### src/rtl/coll_pkg.sv
// Shared state encoding and default sizing for the sample collector.
package coll_pkg;
    localparam int DEF_N_CH      = 4;
    localparam int DEF_WORD_W    = 32;
    localparam int DEF_LEN_W     = 16;
    localparam int DEF_STUCK_LIM = 64;

    typedef enum logic [1:0] {
        IDLE    = 2'd0,
        COLLECT = 2'd1,
        DRAIN   = 2'd2,
        DONE    = 2'd3
    } coll_state_e;
endpackage

### src/rtl/coll_chan.sv
// One sample channel: shift register feeding the word packer, plus a run-length
// stuck detector that exists only when COLL_STUCK_EN is defined.
module coll_chan #(
    parameter int WORD_W    = 32,
    parameter int STUCK_LIM = 64
)(
    input  logic              clk200,
    input  logic              rstn,
    input  logic              clr,
    input  logic              shift_en,
    input  logic              samp,
    output logic [WORD_W-1:0] word_next,
    output logic              stuck
);
    logic [WORD_W-2:0] shreg;

    // word_next is the register value after this cycle's shift, so a completing
    // word includes the bit arriving on its last cycle.
    assign word_next = {shreg, samp};

    always_ff @(posedge clk200) begin
        if (!rstn) begin
            shreg <= '0;
        end else if (clr) begin
            shreg <= '0;
        end else if (shift_en) begin
            shreg <= word_next[WORD_W-2:0];
        end
    end

`ifdef COLL_STUCK_EN
    localparam int RUN_W = $clog2(STUCK_LIM + 1);

    logic [RUN_W-1:0] run;
    logic             stuck_q;

    always_ff @(posedge clk200) begin
        if (!rstn) begin
            run     <= '0;
            stuck_q <= 1'b0;
        end else if (clr) begin
            run     <= '0;
            stuck_q <= 1'b0;
        end else if (shift_en) begin
            // run == 0 marks the first bit of a window: nothing to compare against yet
            if (run == '0 || samp == shreg[0]) begin
                if (run != RUN_W'(STUCK_LIM)) begin
                    run <= run + 1'b1;
                end
                if (run == RUN_W'(STUCK_LIM - 1)) begin
                    stuck_q <= 1'b1;
                end
            end else begin
                run <= RUN_W'(1);
            end
        end
    end

    assign stuck = stuck_q;
`else
    assign stuck = 1'b0 & (STUCK_LIM > 0);
`endif
endmodule

### src/rtl/sample_collector.sv
// Packs N_CH raw 1-bit channels into WORD_W-bit words over a StartColl window and
// streams each word set out channel by channel. COLL_STUCK_EN adds stuck detection.
module sample_collector
    import coll_pkg::*;
#(
    parameter int N_CH      = DEF_N_CH,
    parameter int WORD_W    = DEF_WORD_W,
    parameter int LEN_W     = DEF_LEN_W,
    parameter int STUCK_LIM = DEF_STUCK_LIM,
    localparam int CH_W     = (N_CH > 1) ? $clog2(N_CH) : 1
)(
    input  logic              clk200,
    input  logic              rstn,
    input  logic              StartColl,
    input  logic [LEN_W-1:0]  len_i,
    input  logic [N_CH-1:0]   samp_i,
    output logic              Collect,
    output logic [WORD_W-1:0] word_o,
    output logic [CH_W-1:0]   ch_o,
    output logic              valid_o,
    input  logic              ready_i,
    output logic              done_o,
    output logic              ovf_o,
    output logic [N_CH-1:0]   stuck_o,
    output coll_state_e       dbg_state
);
    localparam int BIT_W = $clog2(WORD_W);

    coll_state_e       state, state_next;
    logic              start_prev;
    logic              start_edge;
    logic [LEN_W-1:0]  len_q;
    logic [LEN_W-1:0]  word_cnt;
    logic [LEN_W-1:0]  word_cnt_inc;
    logic [BIT_W-1:0]  bit_cnt;
    logic              pending;
    logic [CH_W-1:0]   out_ch;
    logic              ovf;
    logic              clr;
    logic              shift_en;
    logic              set_done;
    logic              xfer;
    logic [WORD_W-1:0] hold      [N_CH];
    logic [WORD_W-1:0] chan_next [N_CH];

    for (genvar g = 0; g < N_CH; g++) begin : g_chan
        coll_chan #(
            .WORD_W    (WORD_W),
            .STUCK_LIM (STUCK_LIM)
        ) u_chan (
            .clk200    (clk200),
            .rstn      (rstn),
            .clr       (clr),
            .shift_en  (shift_en),
            .samp      (samp_i[g]),
            .word_next (chan_next[g]),
            .stuck     (stuck_o[g])
        );
    end

    // Handshake: valid_o is high while a held word set still has words to hand out;
    // a word moves on every cycle where valid_o and ready_i are both high, and
    // word_o/ch_o hold steady on any cycle where valid_o is high but ready_i is low.
    assign valid_o   = pending;
    assign word_o    = hold[out_ch];
    assign ch_o      = out_ch;
    assign xfer      = pending & ready_i;
    assign Collect   = (state == COLLECT);
    assign done_o    = (state == DONE);
    assign ovf_o     = ovf;
    assign dbg_state = state;

    // Reset leaves start_prev high so a StartColl already high at release is not an edge.
    assign start_edge   = StartColl & ~start_prev;
    assign word_cnt_inc = (word_cnt == '1) ? word_cnt : word_cnt + 1'b1;

    always_comb begin
        state_next = state;
        clr        = 1'b0;
        shift_en   = 1'b0;
        set_done   = 1'b0;
        case (state)
            IDLE: begin
                if (start_edge) begin
                    clr        = 1'b1;
                    state_next = COLLECT;
                end
            end
            COLLECT: begin
                if (!StartColl) begin
                    state_next = DRAIN;
                end else begin
                    shift_en = 1'b1;
                    if (bit_cnt == BIT_W'(WORD_W - 1)) begin
                        set_done = 1'b1;
                        if (len_q != '0 && word_cnt_inc == len_q) begin
                            state_next = DRAIN;
                        end
                    end
                end
            end
            DRAIN: begin
                if (!pending) begin
                    state_next = DONE;
                end
            end
            DONE: begin
                state_next = IDLE;
            end
            default: begin
                state_next = IDLE;
            end
        endcase
    end

    always_ff @(posedge clk200) begin
        if (!rstn) begin
            state      <= IDLE;
            start_prev <= 1'b1;
            len_q      <= '0;
            word_cnt   <= '0;
            bit_cnt    <= '0;
            pending    <= 1'b0;
            out_ch     <= '0;
            ovf        <= 1'b0;
            for (int i = 0; i < N_CH; i++) begin
                hold[i] <= '0;
            end
        end else begin
            state      <= state_next;
            start_prev <= StartColl;

            if (clr) begin
                len_q    <= len_i;
                word_cnt <= '0;
                bit_cnt  <= '0;
                ovf      <= 1'b0;
            end

            if (shift_en) begin
                bit_cnt <= set_done ? '0 : bit_cnt + 1'b1;
            end

            if (xfer) begin
                if (out_ch == CH_W'(N_CH - 1)) begin
                    pending <= 1'b0;
                    out_ch  <= '0;
                end else begin
                    out_ch <= out_ch + 1'b1;
                end
            end

            // A set finishing while the previous one is still draining is dropped.
            if (set_done) begin
                word_cnt <= word_cnt_inc;
                if (pending) begin
                    ovf <= 1'b1;
                end else begin
                    pending <= 1'b1;
                    out_ch  <= '0;
                    hold    <= chan_next;
                end
            end
        end
    end
endmodule

### config.mk
export PLATFORM = sky130hd
export DESIGN_NAME = sample_collector
export DESIGN_NICKNAME = d
export VERILOG_FILES = /design/src/rtl/coll_pkg.sv /design/src/rtl/coll_chan.sv /design/src/rtl/sample_collector.sv
export SDC_FILE = /design/constraint.sdc
export NUM_CORES = 1
export LEC_CHECK = 0
export CAP_MARGIN = 25
export CORE_ASPECT_RATIO = 1.1
export CORE_MARGIN = 2
export CORE_UTILIZATION = 35
export CTS_BUF_LIST = sky130_fd_sc_hd__clkbuf_8 sky130_fd_sc_hd__clkbuf_16
export DETAILED_ROUTE_END_ITERATION = 12
export SLEW_MARGIN = 25
export SYNTH_ARGS = -nofsm -noshare
export SYNTH_HDL_FRONTEND = slang
export SYNTH_SLANG_ARGS = --single-unit
### constraint.sdc
create_clock -name clk200 -period 2.6 [get_ports clk200]
set_input_delay 0.52 -clock clk200 [delete_from_list [all_inputs] [get_ports clk200]]
set_output_delay 0.52 -clock clk200 [all_outputs]
set_load 0.05 [all_outputs]
==> Word level (Yosys, flattened, before mapping) <==
Index checks and enable logic that the tools add are counted.
{ "word_totals": {"n_memories": 0, "wordCells": 78, "inputBits": 24, "register_bits": 296, "latch_bits": 0, "ramBits": 0, "rom_bits": 0} }
{ "classes": {"order_cmp": 1, "addsub": 3, "n_shift": 0, "div": 0, "mul": 0, "n_mux": 33, "bitwise_logic": 6, "n_reduce_logical": 8, "n_eq_ne": 11} }
{ "ops": {"columns": ["op", "n"], "rows": [
  ["32-bit binary-select mux with 2-bit select", 1],
  ["32-bit two-way mux", 2],
  ["16-bit two-way mux", 3],
  ["2-bit two-way mux", 9],
  ["16-bit by 1-bit adder with 16-bit output (second input constant)", 1],
  ["16-bit equality test", 1],
  ["16-bit equality test (second input constant)", 1],
  ["16-bit nonzero test", 1],
  ["5-bit two-way mux", 3],
  ["1-bit two-way mux", 14],
  ["2-bit case mux with 4 select lines", 1],
  ["2-bit equality test (second input constant)", 3],
  ["3-bit by 2-bit inequality test with 1-bit output (second input constant)", 2],
  ["5-bit by 1-bit adder with 5-bit output (second input constant)", 1],
  ["5-bit equality test (second input constant)", 1],
  ["2-bit inequality test (second input constant)", 2],
  ["4-bit AND reduction", 1],
  ["2-bit nonzero test", 2],
  ["3-bit >= comparator (second input constant)", 1],
  ["1-bit inverter", 3],
  ["2-bit inverter with 3-bit output", 1],
  ["2-bit by 1-bit adder with 2-bit output (second input constant)", 1],
  ["1-bit AND", 2],
  ["2-bit by 1-bit equality test with 1-bit output (second input constant)", 1],
  ["4 further kinds", 4]
]} }

==> Longest topological paths before layout <==
{ "depth": {"word_depth": 8, "ltp_mapped": 10, "ltp_nobuf": 8} }

==> Cells and area by module <==
From an unflattened synthesis, not the netlist that was laid out.
{ "unflattened": {"hier_cells": 1367, "area_unflattened_um2": 12467.0} }
{ "by_module_without_submodules": {"columns": ["mod", "seq_area_each_um2", "instances", "cells_per_inst", "area_per_inst_um2"], "rows": [
  ["sample_collector", 3443.3, 1, 951, 7832.5],
  ["coll_chan", 620.6, 4, 104, 1158.6]
]} }

==> Worst setup path after synthesis <==
Ideal clock, no wire load.
{ "synth_path": {"kind": "register to output", "start": "reg out_ch[1], in the netlist ch_o[1]", "end": "out word_o[10]", "arrival_ns": 2.256, "path_slack_ns": -0.176, "required_ns": 2.080, "path_buffers": 2, "path_stages_with_launch": 4, "path_cell_list": "dfxtp_1 > clkbuf_1 > buf_1 > mux4_2"} }
{ "synth_via": {"elab_chain_len": 4} }
{ "synth_rtl": {"columns": ["element", "line_no", "rtl"], "rows": [
  ["start: declaration", "sample_collector.sv:37", "logic [CH_W-1:0] out_ch;"],
  ["start signal: assignment", "sample_collector.sv:149", "out_ch <= out_ch + 1'b1;"],
  ["2-bit inverter with 3-bit output (not written as such)", "sample_collector.sv:65", "assign word_o = hold[out_ch];"],
  ["32-bit binary-select mux with 2-bit select", "sample_collector.sv:65", null],
  ["32-bit two-way mux (not written as such) (2 in a row)", "sample_collector.sv:65", null],
  ["end: declaration", "sample_collector.sv:18", "output logic [WORD_W-1:0] word_o,"]
]} }
No other way between the ends. The select of a mux whose other input is x is not followed.

==> Final worst setup path <==
{ "layout_path": {"start": "reg out_ch[1], in the netlist ch_o[1]", "end": "out word_o[0]"} }
Same word-level chain as after synthesis.

==> results.ini <==
[placement]
dp.cells = 2012
place_congestion = 0.9029
io_buffers = 63
hpwlAfterDp_um = 19540
pre_cts_ws_ns = -0.08975
post_dp_cell_area_um2 = 14010

[floorplanning]
core_um2 = 35220
dieArea_um2 = 37360
fp.dieW_um = 184.5
start_util = 0.3560
io_pins = 68
rows = 72
die_y_um = 202.5

[setup_path]
cp-start-kind = flip-flop
path_delay_family = multiplexers
required_ns = 2.08
critical_path_class = flip-flop to primary output
endpoint_kind = primary output
max_stage_delay_ns = 0.63
path_max_fanout = 13
crit_buf_inv = 2
crit_chain = buf_12 -> mux4_2 -> buf_6
reg2reg_slack_ns = 0.10
cpMaxStageDelayCell = mux4_2
cp.arrival_ns = 2.02

[timing]
setup_tns_ns = 0
fin_ws_ns = 0.05998
fin_crit_ns = 2.540
fin_crit_sh = 0.9769
maxSlewViolCount = 0
tightestPinTransition_ns = 0.7850
setup_viol = 0
rsz0062_at_grt = yes
fmax_ghz = 0.3937
finalClockSkew_ns = 0.01535
slew_headroom = 0.4711
hold_viol = 0

[job]
drv_cap = 0

[synth]
synth_edf_count = 0
synth-adder-area-share = 0.007982
synth_cells = 1509
synth_compound_area_frac = 0.1790
ys_types = 58
yosysWarningCount = 0
dominantRegCellSynth = dfxtp_1
synth_top_family_by_area = simple AND/OR/NAND/NOR gates
ys_async_sr_fraction = 0
muxShareOfSynthArea = 0.06326
synth-seq-cells = 296
synthXorXnorAreaFrac = 0.01048
ys_seq_area_frac = 0.4726
synth_top_area_cell = dfxtp_1
synth_top_area_share = 0.4726
syn_area_um2 = 12540
synthesis.area_per_instance_um2 = 8.310
synth_area_leaders = dfxtp_1 47%, nand2_1 17%, a21boi_0 8.9%
yosys.area_share.simple = 0.2261

[routing]
wl_per_cell_um = 15.18
drc_errors = 0
wl_um = 31430
num_vias = 10270
ant_nets = 0
viasPerCell = 4.963
drt_pre_antenna_iters = 5
drt-initial-drc-count = 705

[outcome]
status = finished clean

[cts]
root_buffer = clkbuf_16
cts.clk_slew.worst_paths_ns = 0.06
cts_made_buffers = 31
cts_tree = yes
clockBufferDepth = 3
cts_max_level = 1
clkLatencyLatePin_ns = 0.58
cts.sink_count = 296
cts.hold.buffers_added = 0

[final_layout]
diodes = 0
final_area_um2 = 15210
mostFrequentLayoutCells = 565 x nand2_1, 284 x dfxtp_1, 149 x a21boi_0
final_cell_count_no_fill = 2070
nNetsFinal = 1597
area_growth_pct = 21.28
final_common_cell = nand2_1
drive_gt1_frac = 0.1485

[global_routing]
grt_max_degree = 137
antenna_found_initial = 0
grt_overflow_total = 0
grtUsageTotal = 0.1675
grt_pass1_wl_um = 51570
grt_pass1_vias = 10030

[power_and_ir_drop]
p_leak_nw = 5.105
irDropWorstVdd_mv = 0.5416
finalPower_mw = 10.26
power_density_nw_per_um2 = 674.5

[worst_hold_path]
hold_class = input port to flip-flop

## worst paths after layout
kind / from / end / cells after the start
max reg2reg: word_cnt[1] / dbg_state[1] / 8
min: rstn / start_prev / 2
max: ch_o[1] / word_o[0] / 3
min reg2reg: hold[77] / hold[77] / 2
## cell type report
class,instances,area [µm²]
clock buffers,37,858.3
fillers,3511,20020
inverters,5,18.77
clock inverters,20,214.0
multi-input cells,1090,6233
well taps,481,601.8
repair buffers,141,1336
flip-flops and latches,296,5946
## repair_timing
item / CTS / global route
pin swaps: 0 / 5
buffers inserted: 1 / 0
hold endpoints to repair: 0 / 0
setup endpoints to repair: 7 / 6
resized for setup: 4 / 25
## worst register-to-register path, cell delays in order, from the launching register on
cell,delay [ns]
dfxtp_2,0.35
buf_4,0.15
and4_1,0.34
nand3_1,0.17
or3_1,0.39
a22oi_1,0.18
nand4_1,0.17
or4_1,0.53
o2111ai_1,0.12
## cell families (layout without fill, tap and decap cells)
logic type	count (synthesis)	count (layout)
simple gates	676	676
compound gates	348	348
flops	296	296
buf+inv	126	203
mux	39	39
xor+xnor	15	15
fa+ha+maj	8	8
other cells	1	4
## power breakdown
group / internal (mW) / switching [mW]
clock: 2.74 / 1.85
sequential: 4.57 / 0.0469
combinational: 0.310 / 0.736
total: 7.63 / 2.63
## per-layer routing
layer,vias up,part of all wire,track usage
met5,-,0,0
met4,0,0.022,0.05514
met3,49,0.040,0.02278
met2,183,0.45,0.2652
met1,4860,0.48,0.2355
li1,5181,-,-
## metrics by stage
| step | hold slack, ns | util |
|---|---|---|
| after CTS | 0.3031 | 0.4291 |
| after global routing | 0.3359 | 0.4318 |
| final | 0.3288 | 0.4318 |
| after detailed placement | 0.4533 | 0.3978 |
| after floorplan | 0.4366 | - |
| after global placement | 0.4470 | 0.3978 |
## synth_stat cells (all sizes together), types with 6 or more instances
cell,instances
nand4,9
nor2,13
nand3,16
clkbuf,91
a22oi,6
a21boi,149
nor4,14
nor2b,11
xnor2,10
mux4,32
ha,8
nor3,8
buf,30
a21oi,137
o21ai,25
dfxtp,296
nand2,567
## registers in the layout, summed over array words and instances, names as in the netlist
register / count
ovf_o: 1
bit_cnt: 5
len_q: 16
word_cnt: 16
valid_o: 1
ch_o: 2
start_prev: 1
hold: 128
dbg_state: 2
g_chan.u_chan.shreg: 124
(Power assumes the default switching activity.)
